--- config.mk ---
export PLATFORM = sky130hd
export DESIGN_NAME = la_capture_ctrl
export DESIGN_NICKNAME = d
export VERILOG_FILES = /design/src/rtl/la_pkg.sv /design/src/rtl/la_clk_div.sv /design/src/rtl/la_capture_ctrl.sv
export SDC_FILE = /design/constraint.sdc
export NUM_CORES = 1
export LEC_CHECK = 0
export ABC_CLOCK_PERIOD_IN_PS = 3300
export CORE_ASPECT_RATIO = 1.5
export CORE_UTILIZATION = 54
export CTS_CLUSTER_SIZE = 8
export DETAILED_ROUTE_END_ITERATION = 8
export GPL_TIMING_DRIVEN = 0
export PLACE_DENSITY = 0.83
export SYNTH_ARGS = -nofsm -noshare
export SYNTH_HDL_FRONTEND = slang
export SYNTH_SLANG_ARGS = --single-unit
--- constraint.sdc ---
create_clock -name clock -period 3.3 [get_ports clock]
set_clock_uncertainty 0.05 [all_clocks]
set_input_delay 0.495 -clock clock [delete_from_list [all_inputs] [get_ports clock]]
set_output_delay 0.495 -clock clock [all_outputs]
set_load 0.005 [all_outputs]
--- src/rtl/la_pkg.sv ---
// Shared logic-analyzer definitions: capture FSM encoding and default widths.
package la_pkg;

  localparam int unsigned LA_WIDTH_DEF    = 8;
  localparam int unsigned COUNT_WIDTH_DEF = 23;
  localparam int unsigned DIV_WIDTH_DEF   = 8;

  typedef enum logic [2:0] {
    ST_IDLE      = 3'd0,
    ST_ARM       = 3'd1,
    ST_WAIT_TRIG = 3'd2,
    ST_POST      = 3'd3,
    ST_DONE      = 3'd4
  } la_state_t;

endpackage

--- src/rtl/la_clk_div.sv ---
// Programmable clock divider: strobe every (period+1) enabled clocks.
// Synchronous clear restarts the count; the counter holds while disabled.
module la_clk_div #(
  parameter int unsigned DIV_WIDTH = 8
) (
  input  logic                 clock,
  input  logic                 reset_n,
  input  logic                 enable,
  input  logic                 clear,
  input  logic [DIV_WIDTH-1:0] period,
  output logic                 strobe
);

  logic [DIV_WIDTH-1:0] cnt;

  assign strobe = enable && (cnt == period);

  // Divider counter: clears on strobe so the period is period+1 clocks
  always_ff @(posedge clock) begin
    if (!reset_n) begin
      cnt <= '0;
    end else if (clear) begin
      cnt <= '0;
    end else if (enable) begin
      cnt <= strobe ? '0 : cnt + DIV_WIDTH'(1);
    end
  end

endmodule

--- src/rtl/la_capture_ctrl.sv ---
// Logic-analyzer capture sequencer: sample-rate divider, mask/pattern
// trigger, pre- and post-trigger sample counts.
// Optional: LA_EDGE_TRIG_EN adds per-channel edge qualification (trig_edge).
module la_capture_ctrl
  import la_pkg::*;
#(
  parameter int unsigned LA_WIDTH    = LA_WIDTH_DEF,
  parameter int unsigned COUNT_WIDTH = COUNT_WIDTH_DEF,
  parameter int unsigned DIV_WIDTH   = DIV_WIDTH_DEF
) (
  input  logic                   clock,
  input  logic                   reset_n,
  input  logic                   start,
  input  logic                   abort,
  input  logic [DIV_WIDTH-1:0]   clk_div,
  input  logic [COUNT_WIDTH-1:0] samples_pre,
  input  logic [COUNT_WIDTH-1:0] samples_post,
  input  logic [LA_WIDTH-1:0]    trig_mask,
  input  logic [LA_WIDTH-1:0]    trig_pattern,
  input  logic [LA_WIDTH-1:0]    sample_in,
`ifdef LA_EDGE_TRIG_EN
  input  logic [LA_WIDTH-1:0]    trig_edge,
`endif
  output logic                   sample_strobe,
  output logic                   busy,
  output logic                   triggered,
  output logic                   done,
  output logic [COUNT_WIDTH-1:0] sample_count,
  output logic [COUNT_WIDTH-1:0] trig_index
);

  la_state_t state, state_next;

  logic                   start_ok;
  logic                   trig_evt;
  logic                   trig_hit;
  logic [COUNT_WIDTH-1:0] count_inc;
  logic [COUNT_WIDTH-1:0] post_taken;

  // Configuration shadows, captured when a capture is armed
  logic [DIV_WIDTH-1:0]   div_sh;
  logic [COUNT_WIDTH-1:0] pre_sh;
  logic [COUNT_WIDTH-1:0] post_sh;
  logic [LA_WIDTH-1:0]    mask_sh;
  logic [LA_WIDTH-1:0]    pattern_sh;
`ifdef LA_EDGE_TRIG_EN
  logic [LA_WIDTH-1:0]    edge_sh;
  logic [LA_WIDTH-1:0]    prev_sample;
  logic                   prev_valid;
  logic [LA_WIDTH-1:0]    edge_bits;
`endif

  assign busy      = (state == ST_ARM) || (state == ST_WAIT_TRIG) || (state == ST_POST);
  assign done      = (state == ST_DONE);
  assign count_inc = sample_count + COUNT_WIDTH'(1);
  // Post samples taken including the current strobe; modular, so it stays
  // correct across a sample_count wrap.
  assign post_taken = sample_count - trig_index;

  la_clk_div #(
    .DIV_WIDTH (DIV_WIDTH)
  ) u_clk_div (
    .clock   (clock),
    .reset_n (reset_n),
    .enable  (busy),
    .clear   (start_ok),
    .period  (div_sh),
    .strobe  (sample_strobe)
  );

  // Trigger qualification: masked level match, optionally with edge bits
  always_comb begin
`ifdef LA_EDGE_TRIG_EN
    edge_bits = edge_sh & mask_sh;
    trig_hit  = (((sample_in ^ pattern_sh) & mask_sh) == '0) &&
                ((edge_bits == '0) ||
                 (prev_valid && (((sample_in ^ prev_sample) & edge_bits) == edge_bits)));
`else
    trig_hit  = (((sample_in ^ pattern_sh) & mask_sh) == '0);
`endif
  end

  // FSM state register
  always_ff @(posedge clock) begin
    if (!reset_n) state <= ST_IDLE;
    else          state <= state_next;
  end

  // Next-state logic; abort overrides everything, including start
  always_comb begin
    state_next = state;
    start_ok   = 1'b0;
    trig_evt   = 1'b0;
    unique case (state)
      ST_IDLE, ST_DONE: begin
        if (start) begin
          start_ok   = 1'b1;
          state_next = (samples_pre == '0) ? ST_WAIT_TRIG : ST_ARM;
        end
      end
      ST_ARM: begin
        if (sample_strobe && (count_inc == pre_sh)) state_next = ST_WAIT_TRIG;
      end
      ST_WAIT_TRIG: begin
        if (sample_strobe && trig_hit) begin
          trig_evt   = 1'b1;
          state_next = (post_sh == '0) ? ST_DONE : ST_POST;
        end
      end
      ST_POST: begin
        if (sample_strobe && (post_taken == post_sh)) state_next = ST_DONE;
      end
      default: state_next = ST_IDLE;
    endcase
    if (abort) begin
      state_next = ST_IDLE;
      start_ok   = 1'b0;
      trig_evt   = 1'b0;
    end
  end

  // Capture data: counters, trigger record and configuration shadows
  always_ff @(posedge clock) begin
    if (!reset_n) begin
      triggered    <= 1'b0;
      sample_count <= '0;
      trig_index   <= '0;
      div_sh       <= '0;
      pre_sh       <= '0;
      post_sh      <= '0;
      mask_sh      <= '0;
      pattern_sh   <= '0;
`ifdef LA_EDGE_TRIG_EN
      edge_sh      <= '0;
      prev_sample  <= '0;
      prev_valid   <= 1'b0;
`endif
    end else if (abort) begin
      triggered <= 1'b0;
    end else if (start_ok) begin
      triggered    <= 1'b0;
      sample_count <= '0;
      trig_index   <= '0;
      div_sh       <= clk_div;
      pre_sh       <= samples_pre;
      post_sh      <= samples_post;
      mask_sh      <= trig_mask;
      pattern_sh   <= trig_pattern;
`ifdef LA_EDGE_TRIG_EN
      edge_sh      <= trig_edge;
      prev_valid   <= 1'b0;
`endif
    end else begin
      if (sample_strobe) begin
        sample_count <= count_inc;
`ifdef LA_EDGE_TRIG_EN
        prev_sample  <= sample_in;
        prev_valid   <= 1'b1;
`endif
      end
      if (trig_evt) begin
        triggered  <= 1'b1;
        trig_index <= sample_count;
      end
    end
  end

endmodule

# Word level (Yosys, flattened, before mapping)
# Cells that the tools add are included.
# totals
reg_bits	128
wordCells	66
inputBits	82
out_inout_bits	50
# op_classes
mux	18
reduce_logical	20
bitwise_logic	4
n_eq_ne	11
addsub	3
# ops
operator	n
$mux 23	4
$eq 23x23->1	2
$logic_not 23->1	2
$add 23x1->23 const B	1
$sub 23x23->23	1
$mux 3	5
$pmux 3 s4	1
$add 8x1->8 const B	1
$and 8x8->8	1
$eq 8x8->1	1
$logic_not 8->1	1
$mux 8	1
$xor 8x8->8	1
$eq 3x2->1 const B	2
$mux 1	6
$ne 2x1->1 const B	3
$reduce_and 2->1	3
$reduce_or 2->1	3
$logic_and 1x1->1	4
$reduce_and 4->1	1
$reduce_bool 2->1	2
$eq 3x1->1 const B	1
$eq 3x3->1 const B	1
$logic_not 3->1	1
5 further kinds	7

# Longest topological paths before layout
# Gate-level depths: netlist of run 1.
# depth
word_depth	10
ltp_mapped	12
depth_no_buf	12

# Hierarchy
# Synthesis of run 1 repeated with hierarchy kept, for this count alone.
# hier_totals
hier_cells	1008
area_unflattened_um2	7666.1
# by_module_without_submodules
mod	seq_area_each_um2	n_inst	cells_per_inst	area_each_um2
la_capture_ctrl	2402.3	1	956	7204.4
la_clk_div	160.2	1	52	461.7

# Least setup slack after synthesis of run 1
# OpenSTA, ideal clock, no wires.
# synth_path
path_type	reg-to-reg
startpoint	register sample_count[0]
endpoint	register state[0]
arrival_ns	2.866
path_slack_ns	0.268
required_ns	3.134
stages_incl_launch_ff	13
period_less_slack_ns	3.032
path_buffers	0
setup_ns	0.116
path_cell_list	dfxtp_1 > inv_1 > ha_1 > fa_1 > nand2b_1 > a21oi_1 > o21bai_1 > o311ai_0 > mux2i_1 > a211o_1 > nor4_1 > a21oi_1 > a31o_1
# synth_between
elab_chain_cells	5
word_cells_on_any_way	9
classes_between	add/sub: 2; eq/ne: 4; reduce/logical: 3
# synth_lines
element	line	rtl
from (decl)	la_capture_ctrl.sv:28	output logic [COUNT_WIDTH-1:0] sample_count,
from (signal assigned)	la_capture_ctrl.sv:155	sample_count <= count_inc;
$sub 23x23->23 or $add 23x1->23 (tied branches)	la_capture_ctrl.sv:58, la_capture_ctrl.sv:55	
$eq 23x23->1, on equally long branches	la_capture_ctrl.sv:111, la_capture_ctrl.sv:102	
$logic_and 1x1->1, on equally long branches	la_capture_ctrl.sv:111, la_capture_ctrl.sv:102	
$ne 2x1->1 (no line)	-	
$reduce_and 4->1 (no line) (*)	-	
to (signal assigned)	la_capture_ctrl.sv:86	else state <= state_next;
to (decl)	la_capture_ctrl.sv:32	la_state_t state, state_next;
# Mark *: on every way between the ends. The rest lies on a longest branch, timed or not.
# A chain may end at the register's enable or synchronous reset.

# Worst setup path in the final report of run 1
# Ends and elaborated chain as after synthesis.

==> results.md, run 1 <==
* Outcome: finished clean
* Startpoint types: flop
* Slew Limit Fails at 0
* Post-layout util at 0.715
* CTS Buf Count at 17
* Post-synth top area share at 0.330
* Synth Area in XOR/XNOR at 0.0977
* Pleak at 3.77 nW
* Setup-failing EPs final at 0
* Top cells by area, synth: dfxtp_1 (33%), nand2_1 (9.1%), a21boi_0 (7.5%)
* Met3 routed WL at 1130 µm
* CTS tree: done
* Vias in the first global route at 7438
* Ant. Diodes at 0
* Clk_lat worst skew at 0.42 ns
* Antenna violations before repair at 0
* Final hold vios at 0
* CTS Buffer Depth at 2
* Worst reg2reg path startpoint: sample_count[0]
* Fraction of registers with async set/reset at 0
* CORE AREA at 14000 µm²
* Critical path arrival at 3.44 ns
* CP delay by family, top: simple AND/OR/NAND/NOR gates
* Port Buffers at 130
* Synth Flop Type: dfxtp_1
* Post-Synthesis Cells at 983
* WL met1 at 9150 µm
* Data required time of the critical path at 3.56 ns
* Drt total wl at 24100 µm
* Initial Util at 0.555
* Critical Path Fanout Max at 5
* Int Pwr at 2.93 mW
* # DRC at 0
* VDD IR max at 0.000281 V
* Post-synthesis adder-cell area fraction at 0.0413
* Routed Antenna Nets at 0
* CP max stage cell: fa_2
* Nets at 1244
* Power share of the sequential group at 0.411
* Distinct cells, synth at 70
* Hpwl dp at 18300 µm
* WL/cell at 17.9 µm
* Cell count after placement at 1305
* First-pass GRT wire length at 37900 µm
* Vias per cell at 5.82
* Largest net degree at the start of global routing at 17
* Top Layer Used: met4
* Via count at 7804
* Clock sink count at 128
* Switching Share at 0.262
* Post-Syn Area at 7760 µm²
* Gate power share at 0.108
* Min Tclk post-route at 3.18 ns
* R2R Setup Slk at 0.12 ns
* Dpl cell area at 9300 µm²
* Final instance area at 10000 µm²
* Mapped Nets at 1090
* Clock power frac at 0.481
* HP Start: mask_sh[0]
* Die Area at 14900 µm²
* TNS Setup at 0 ns
* Max Freq at 315 MHz
* Htree depth at 4
* Crit Reg-Reg Endpoint: state[0]
* CP Capture Type: flop
* Flops & latches, synth at 128
* Post-synth EDFFs at 0
* TritonRoute pass-1 iters at 5
* Cell Pwr Density at 397 nW/µm²
* Critical path class: flop to flop
* Commonest non-fill, non-tap cell in the layout: nand2_1
* Commonest cells after routing, fill and taps aside: nand2_1 (189), clkdlybuf4s50_1 (130), dfxtp_1 (123)
* Pre-CTS WS at -0.405 ns
* Layout cells sized above 1 at 0.0678
* I/O pin count at 132
* Total design power at 3.97 mW
* RSZ-0062 raised after global routing: false
* Seq/Total Area, Yosys at 0.330
* Worst hold endpoint: mask_sh[0]
* Reg2Reg Depth at 11
* Final period util at 0.963
* WL met2 at 12500 µm
* Area grow syn2layout at 29.0%
* GRT Total Usage at 0.330
* Root buffer cell: clkbuf_16
* Critical path's largest stage delay at 0.55 ns
* Synth Area in Simple Gates at 0.239
* Compound-Gate Fraction of Synth Area at 0.208
* Combinational family with the most area after synthesis: simple AND/OR/NAND/NOR gates
* Most area-hungry cell type in the Yosys netlist: dfxtp_1
* Final Wtd Congestion at 0.967
* CP bufs+invs at 1
* Setup ws final at 0.122 ns
* Ys Warns at 0
* Clock-pin slew on the worst setup and hold paths at 0.06 ns
* Max-Cap Viols at 0
* Hold path depth at 2
* Crit-path cells: inv_1, ha_2, fa_2, xor2_2, nand3_2, a31oi_2, nand4_1, or4_1, nor4_2, a21oi_1, a31o_1
* Die Wd at 99.9 µm
* Site Rows at 53
* Layout fillers at 1109
* Layout Cells excl Fill at 1342
* Mux cell area share after synthesis at 0.0400
* Worst hold-check path type: flop to flop
* Hold slack at 0.420 ns
* Net Sw Power at 1.04 mW
* Die height at 149 µm
* Total grt overflow at 0
* Worst slew pin tran at 1.05 ns
* DR iter-0 viols at 472
* Avg Inst Size Synth at 7.90 µm²
* Rel. slew slack at 0.296
-- tightest hold or removal path, delay by kind of cell, from the launching register on --
| family | cells | cell delay (ns) |
|---|---|---|
| flip-flops | 1 | 0.31 |
| AND/OR/NAND/NOR | 1 | 0.05 |
| AO/OA/AOI/OAI | 1 | 0.06 |
-- per-layer routing --
metal / GRT usage / up-vias
li1: - / 3755
met1: 0.367 / 3685
met2: 0.594 / 274
met3: 0.0469 / 90
met4: 0.190 / 0
met5: 0 / -
-- what timing repair did --
action                     CTS  global route
buffers inserted             0             5
setup endpoints to repair    3             3
gates cloned                 0             0
gates resized for setup      8            19
pin swaps                    0             5
hold buffers                 0             0
-- kinds of logic (layout without fill, tap and decap cells) --
kind of cell,count (synthesis),after routing
compound gates,243,243
xor+xnor,85,85
fa+ha+maj,25,25
buf+inv,81,248
flops,128,128
mux,31,31
simple gates,390,390
-- sequential cells by signal, summed over array words and instances (netlist names) --
register       flops
post_sh           23
pre_sh            23
sample_count      23
trig_index        23
div_sh             8
mask_sh            8
pattern_sh         8
u_clk_div.cnt      8
state              3
triggered          1
-- how the worst max path moves through the flow --
stage	endpoint	depth (start not counted)	slack, ns	from
final	state[0]	11	0.12	sample_count[0]
after floorplan	state[0]	12	0.27	sample_count[0]
after global routing	state[0]	11	0.004	sample_count[15]
after detailed placement	state[0]	12	-0.40	sample_count[0]
after global placement	state[0]	12	-0.37	sample_count[0]
after CTS	state[0]	11	0.008	sample_count[1]
-- Yosys cell counts (3+ instances only) --
master	n
a21oi_1	48
o21bai_1	3
nand3_1	18
a221oi_1	3
o2111ai_1	3
nand2_1	189
o21a_1	5
buf_4	3
a21o_1	7
nand2b_1	9
o21ai_0	48
and4_1	5
ha_1	24
nor4_1	15
xnor2_1	50
buf_2	4
mux2i_1	31
nand4_1	18
and2_1	7
or3_1	6
nand3b_1	3
a21boi_0	78
nor2_1	65
xor2_1	34
clkbuf_1	42
nor2b_1	11
a31oi_1	6
o31ai_1	14
and3_1	8
nor3_1	14
dfxtp_1	128
buf_6	3
o211ai_1	4
inv_1	28
-- layout make-up --
class                      count  area (µm²)  share of cell area
clock buffer                  17         425              0.0425
clock inverter                15         169              0.0169
tap                          192         240              0.0240
sequential                   128        2570               0.257
buffer                        53         241              0.0241
multi-input combinational    774        4920               0.491
timing repair buffer         135        1340               0.134
inverter                      28         105              0.0105
-- power groups by stage --
| stage | Sequential [mW] | Combinational [mW] | Clock (mW) |
|---|---|---|---|
| floorplan | 1.65 | 0.232 | 0 |
| global placement | 1.67 | 0.410 | 0 |
| detailed placement | 1.67 | 0.415 | 0 |
| CTS | 1.63 | 0.420 | 1.91 |
| global route | 1.64 | 0.466 | 1.99 |
| finish | 1.63 | 0.428 | 1.91 |
Note: power is estimated with default switching activity, not from simulation.
==> run 2: changes to the inputs <==
- CTS_CLUSTER_SIZE: 8 -> unset
- PLACE_DENSITY: 0.83 -> unset
- PLACE_DENSITY_LB_ADDON: unset -> 0.12
==> run 2 against run 1 <==
Power is 0.80% lower. Setup slack worse by 0.032 ns. Sequential share of layout area hardly changed. Cell area is 0.15% lower. Critical endpoint unchanged.
==> results.md, run 2 (synthesis results as in run 1) <==
* Outcome: finished clean
* Commonest non-fill, non-tap cell in the layout: nand2_1
* Total grt overflow at 0
* Final Wtd Congestion at 0.919
* VDD IR max at 0.000306 V
* Crit Reg-Reg Endpoint: state[0]
* Clock-pin slew on the worst setup and hold paths at 0.06 ns
* CTS Buf Count at 17
* Rel. slew slack at 0.297
* Antenna violations before repair at 0
* Crit-path cells: inv_1, ha_1, a21oi_1, a21boi_0, a2bb2oi_1, nand4b_1, or4_4, nor4_4, a21oi_2, a31o_1
* Reg2Reg Depth at 10
* Initial Util at 0.555
* Layout cells sized above 1 at 0.0599
* Data required time of the critical path at 3.56 ns
* Die height at 149 µm
* Final hold vios at 0
* Slew Limit Fails at 0
* Post-layout util at 0.714
* Post-CTS Hold Buffers at 0
* Worst reg2reg path startpoint: trig_index[13]
* Via count at 7691
* Clk_lat worst skew at 0.42 ns
* Worst hold endpoint: mask_sh[3]
* Critical path class: flop to flop
* Pleak at 3.77 nW
* Setup-failing EPs final at 0
* Min Tclk post-route at 3.21 ns
* GRT Total Usage at 0.328
* Die Wd at 99.9 µm
* CP max stage cell: or4_4
* CP bufs+invs at 1
* CP Capture Type: flop
* CORE AREA at 14000 µm²
* Cell Pwr Density at 394 nW/µm²
* Drt total wl at 23500 µm
* Max Freq at 311 MHz
* Critical path arrival at 3.48 ns
* Nets at 1245
* Die Area at 14900 µm²
* # DRC at 0
* First-pass GRT wire length at 37200 µm
* Hpwl dp at 18100 µm
* Routed Antenna Nets at 0
* Commonest cells after routing, fill and taps aside: nand2_1 (189), clkdlybuf4s50_1 (130), dfxtp_1 (126)
* Clock sink count at 128
* R2R Setup Slk at 0.09 ns
* Worst slew pin tran at 1.05 ns
* Htree depth at 4
* Final instance area at 9990 µm²
* Final period util at 0.973
* DR iter-0 viols at 374
* Root buffer cell: clkbuf_16
* Area grow syn2layout at 28.8%
* Startpoint types: flop
* Worst hold-check path type: flop to flop
* Layout fillers at 1171
* Cell count after placement at 1305
* Vias per cell at 5.73
* Hold slack at 0.413 ns
* Critical Path Fanout Max at 5
* Port Buffers at 130
* Ant. Diodes at 0
* Site Rows at 53
* CTS tree: done
* I/O pin count at 132
* CTS Buffer Depth at 2
* CP delay by family, top: compound AO/OA/AOI/OAI gates
* Dpl cell area at 9300 µm²
* WL/cell at 17.5 µm
* TritonRoute pass-1 iters at 5
* HP Start: mask_sh[3]
* Hold path depth at 2
* Max-Cap Viols at 0
* Vias in the first global route at 7331
* Layout Cells excl Fill at 1343
* Critical path's largest stage delay at 0.57 ns
* Largest net degree at the start of global routing at 17
[run 2: per-stage QoR]
step	TNS [ns]	setup slack, ns	power (mW)
finish	0	0.0892	3.94
global route	-0.0521	-0.0521	4.07
CTS	0	0.00531	3.95
detailed placement	-0.964	-0.354	2.08
global placement	-1.30	-0.390	2.08
floorplan	0	0.268	1.88
[run 2: layer usage]
layer | part of all wire | vias to the layer above | global-route usage
li1 | - | 3753 | -
met1 | 0.39 | 3592 | 0.358
met2 | 0.52 | 269 | 0.601
met3 | 0.045 | 77 | 0.0515
met4 | 0.047 | 0 | 0.172
met5 | 0 | - | 0
[run 2: timing repair]
action,in CTS,in global routing
endpoints found under the setup margin,3,3
resized for setup,6,10
gates cloned,0,0
buffers inserted,0,6
pin swaps,0,5
[run 2: worst max path at each step]
stage	from	end	slack, ns	cells past startpoint
global route	sample_count[9]	state[0]	-0.05	11
global placement	sample_count[0]	state[0]	-0.39	12
finish	trig_index[13]	state[0]	0.09	10
CTS	sample_count[1]	state[0]	0.005	10
detailed placement	sample_count[0]	state[0]	-0.35	12
floorplan	sample_count[0]	state[0]	0.27	12
[run 2: layout make-up]
type	instances	area, µm²	area share
clock buffers	20	457	0.0457
plain buffers	53	239	0.0239
flip-flops and latches	128	2570	0.257
multi-input cells	774	4900	0.491
repair buffers	136	1350	0.135
well taps	192	240	0.0240
inverters	28	105	0.0105
clock inverters	12	134	0.0134
[run 2: where the power goes]
| group | leakage, nW | switching (mW) | internal (mW) | total, mW |
|---|---|---|---|---|
| logic | 2.44 | 0.216 | 0.209 | 0.425 |
| registers | 1.04 | 0.0427 | 1.59 | 1.63 |
| clock network | 0.287 | 0.728 | 1.15 | 1.88 |
| total | 3.77 | 0.987 | 2.95 | 3.94 |
[run 2: worst reg2reg max path: stages (launching register included)]
cell and delay, ns:
dfxtp_1 0.37, inv_1 0.06, ha_1 0.40, a21oi_1 0.37, a21boi_0 0.38, a2bb2oi_1 0.27, nand4b_1 0.14, or4_4 0.57
nor4_4 0.19, a21oi_2 0.11, a31o_1 0.19
==> run 3: changes to the inputs <==
- ABC_AREA: unset -> 1
==> run 3 against run 2 <==
Cell area increased by 1.5%. Clock power increased by 10%. Sequential power about the same. Sequential share of layout area decreased by 0.41 points. Wire length increased by 9.9%. Register-to-register slack improved by 0.13 ns. Power increased by 7.3%. First-iteration DRC count increased by 83%. Count of clock-buffer cells in the layout increased by 1. Die area increased by 2.3%. Hold slack improved by 0.00085 ns. Largest cell class unchanged. Highest routed layer unchanged.
==> results.md, run 3 <==
* Ys Warns at 0
* Die Wd at 101 µm
* Layout Cells excl Fill at 1633
* Post-synth EDFFs at 0
* Root buffer cell: clkbuf_16
* Avg Inst Size Synth at 6.21 µm²
* Worst hold-check path type: flop to flop
* Post-layout util at 0.715
* CTS Buffer Depth at 2
* Post-synth top area share at 0.323
* Final instance area at 10100 µm²
* Crit path from: sample_count[0]
* Hpwl dp at 20300 µm
* Most area-hungry cell type in the Yosys netlist: dfxtp_1
* WL met2 at 13200 µm
* Mapped Nets at 1385
* Commonest non-fill, non-tap cell in the layout: nand2_1
* Total grt overflow at 0
* Crit Reg-Reg Endpoint: state[1]
* Pleak at 4.31 nW
* WL met1 at 9240 µm
* I/O pin count at 132
* Ant. Diodes at 0
* Vias in the first global route at 8481
* Clock-pin slew on the worst setup and hold paths at 0.06 ns
* Routed Antenna Nets at 0
* Die Area at 15200 µm²
* Most common cell in the netlist: nand2_1
* CTS Buf Count at 17
* Post-CTS Setup Inserts at 0
* Fraction of registers with async set/reset at 0
* Distinct cells, synth at 39
* Setup-failing EPs final at 0
* CTS tree: done
* Reg2Reg Depth at 19
* Layout cells sized above 1 at 0.0437
* Critical Path Fanout Max at 8
* GRT Total Usage at 0.359
* Vias per cell at 5.37
* Synth cell count leaders: nand2_1 (407), inv_1 (186), dfxtp_1 (128)
* Critical path class: flop to flop
* # DRC at 0
* Synth Flop Type: dfxtp_1
* First-pass GRT wire length at 40700 µm
* Flops & latches, synth at 128
* Cell Pwr Density at 417 nW/µm²
* Post-Synthesis Cells at 1278
* Final period util at 0.934
* TritonRoute pass-1 iters at 6
* Top Layer Used: met4
* Outcome: finished clean
* Final hold vios at 0
* Seq/Total Area, Yosys at 0.323
* Final Wtd Congestion at 1.00
* Post-Syn Area at 7940 µm²
* Rel. slew slack at 0.525
* R2R Setup Slk at 0.22 ns
* DR iter-0 viols at 683
* Area grow syn2layout at 27.7%
* Largest net degree at the start of global routing at 17
* Clock sink count at 128
* Via count at 8770
* Port Buffers at 131
* Max-Cap Viols at 0
* Commonest cells after routing, fill and taps aside: nand2_1 (407), inv_1 (186), clkdlybuf4s50_1 (131)
* Met3 routed WL at 1620 µm
* Nets at 1535
* VDD IR max at 0.000374 V
* Startpoint types: flop
* Post-CTS Hold Buffers at 0
* CORE AREA at 14200 µm²
* WL/cell at 15.8 µm
* Min Tclk post-route at 3.08 ns
* Critical path arrival at 3.35 ns
* Data required time of the critical path at 3.57 ns
* End point of the critical path: state[1]
* Total design power at 4.23 mW
* Drt total wl at 25900 µm
* Max Freq at 324 MHz
* CP Capture Type: flop
* Worst slew pin tran at 0.713 ns
* Initial Util at 0.559
* Worst reg2reg path startpoint: sample_count[0]
* Top cells by area, synth: dfxtp_1 (32%), nand2_1 (19%), inv_1 (8.8%)
* Die height at 151 µm
* Slew Limit Fails at 0
* Site Rows at 53
* Dpl cell area at 9490 µm²
* Antenna violations before repair at 0
* Htree depth at 4
* Cell count after placement at 1601
* Clk_lat worst skew at 0.43 ns
run 3: cell count changes after synthesis, sizes merged, moves of 35 or more:
cell    previous run  this run
nand2            189       415
inv               28       188
a21boi            78         0
a21oi             48       125
nand3             18        84
nor2              66       102
xnor2             50        15
run 3: how the worst min path moves through the flow:
stage | slack (ns) | depth (start not counted) | to | from
after CTS | 0.41 | 2 | mask_sh[7] | mask_sh[7]
after floorplan | 0.38 | 2 | mask_sh[7] | mask_sh[7]
after detailed placement | 0.40 | 2 | pattern_sh[2] | pattern_sh[2]
after global routing | 0.43 | 2 | pre_sh[11] | pre_sh[11]
final | 0.41 | 2 | mask_sh[7] | mask_sh[7]
after global placement | 0.40 | 1 | triggered | triggered
run 3: timing repair:
| item | 4_1_cts | 5_1_grt |
|---|---|---|
| endpoints found under the setup margin | 0 | 3 |
| endpoints found under the hold margin | 0 | 0 |
| gates resized for setup | 0 | 2 |
run 3: per-stage QoR:
stage	TNS (ns)	setup WS, ns	hold slack, ns
after CTS	0	0.0608	0.413
after global routing	-0.0129	-0.0129	0.433
after global placement	0	0.0884	0.398
after floorplan	0	0.822	0.380
after detailed placement	0	0.0877	0.404
final	0	0.217	0.414
run 3: cells by family after synthesis:
logic type / share of synthesized area
buffers and inverters: 0.105
adder cells (fa/ha/maj): 0.0403
AND/OR/NAND/NOR: 0.353
XOR/XNOR: 0.0337
flip-flops: 0.323
AO/OA/AOI/OAI: 0.145
run 3: area by class of cell:
class	instances	area (µm²)
Fill cell	1302	4050
Multi-Input combinational cell	928	4540
Buffer	34	130
Clock inverter	11	176
Sequential cell	128	2560
Clock buffer	21	470
Tap cell	192	240
Inverter	188	706
Timing Repair Buffer	131	1310
run 3: power by group:
part / switching, mW / internal (mW)
clock network: 0.738 / 1.33
registers: 0.0453 / 1.61
logic: 0.287 / 0.220
run 3: worst max-delay path: stages, from the launching register on:
cell	delay (ns)
dfxtp_2	0.42
inv_2	0.10
ha_1	0.23
fa_1	0.42
inv_1	0.10
nand3_1	0.11
nand2_1	0.15
nand3_1	0.18
nand3_1	0.19
nand2_1	0.09
nand2_1	0.06
nand2_1	0.04
nand2_1	0.06
nand2_1	0.06
nor2_2	0.15
nand4_1	0.17
nand2_1	0.13
nand2_2	0.08
o21ai_1	0.13
inv_1	0.05
run 3: metal layers:
| metal | vias to the layer above | global-route usage |
|---|---|---|
| li1 | 4419 | - |
| met1 | 3897 | 0.362 |
| met2 | 346 | 0.647 |
| met3 | 108 | 0.0678 |
| met4 | 0 | 0.270 |
| met5 | - | 0 |
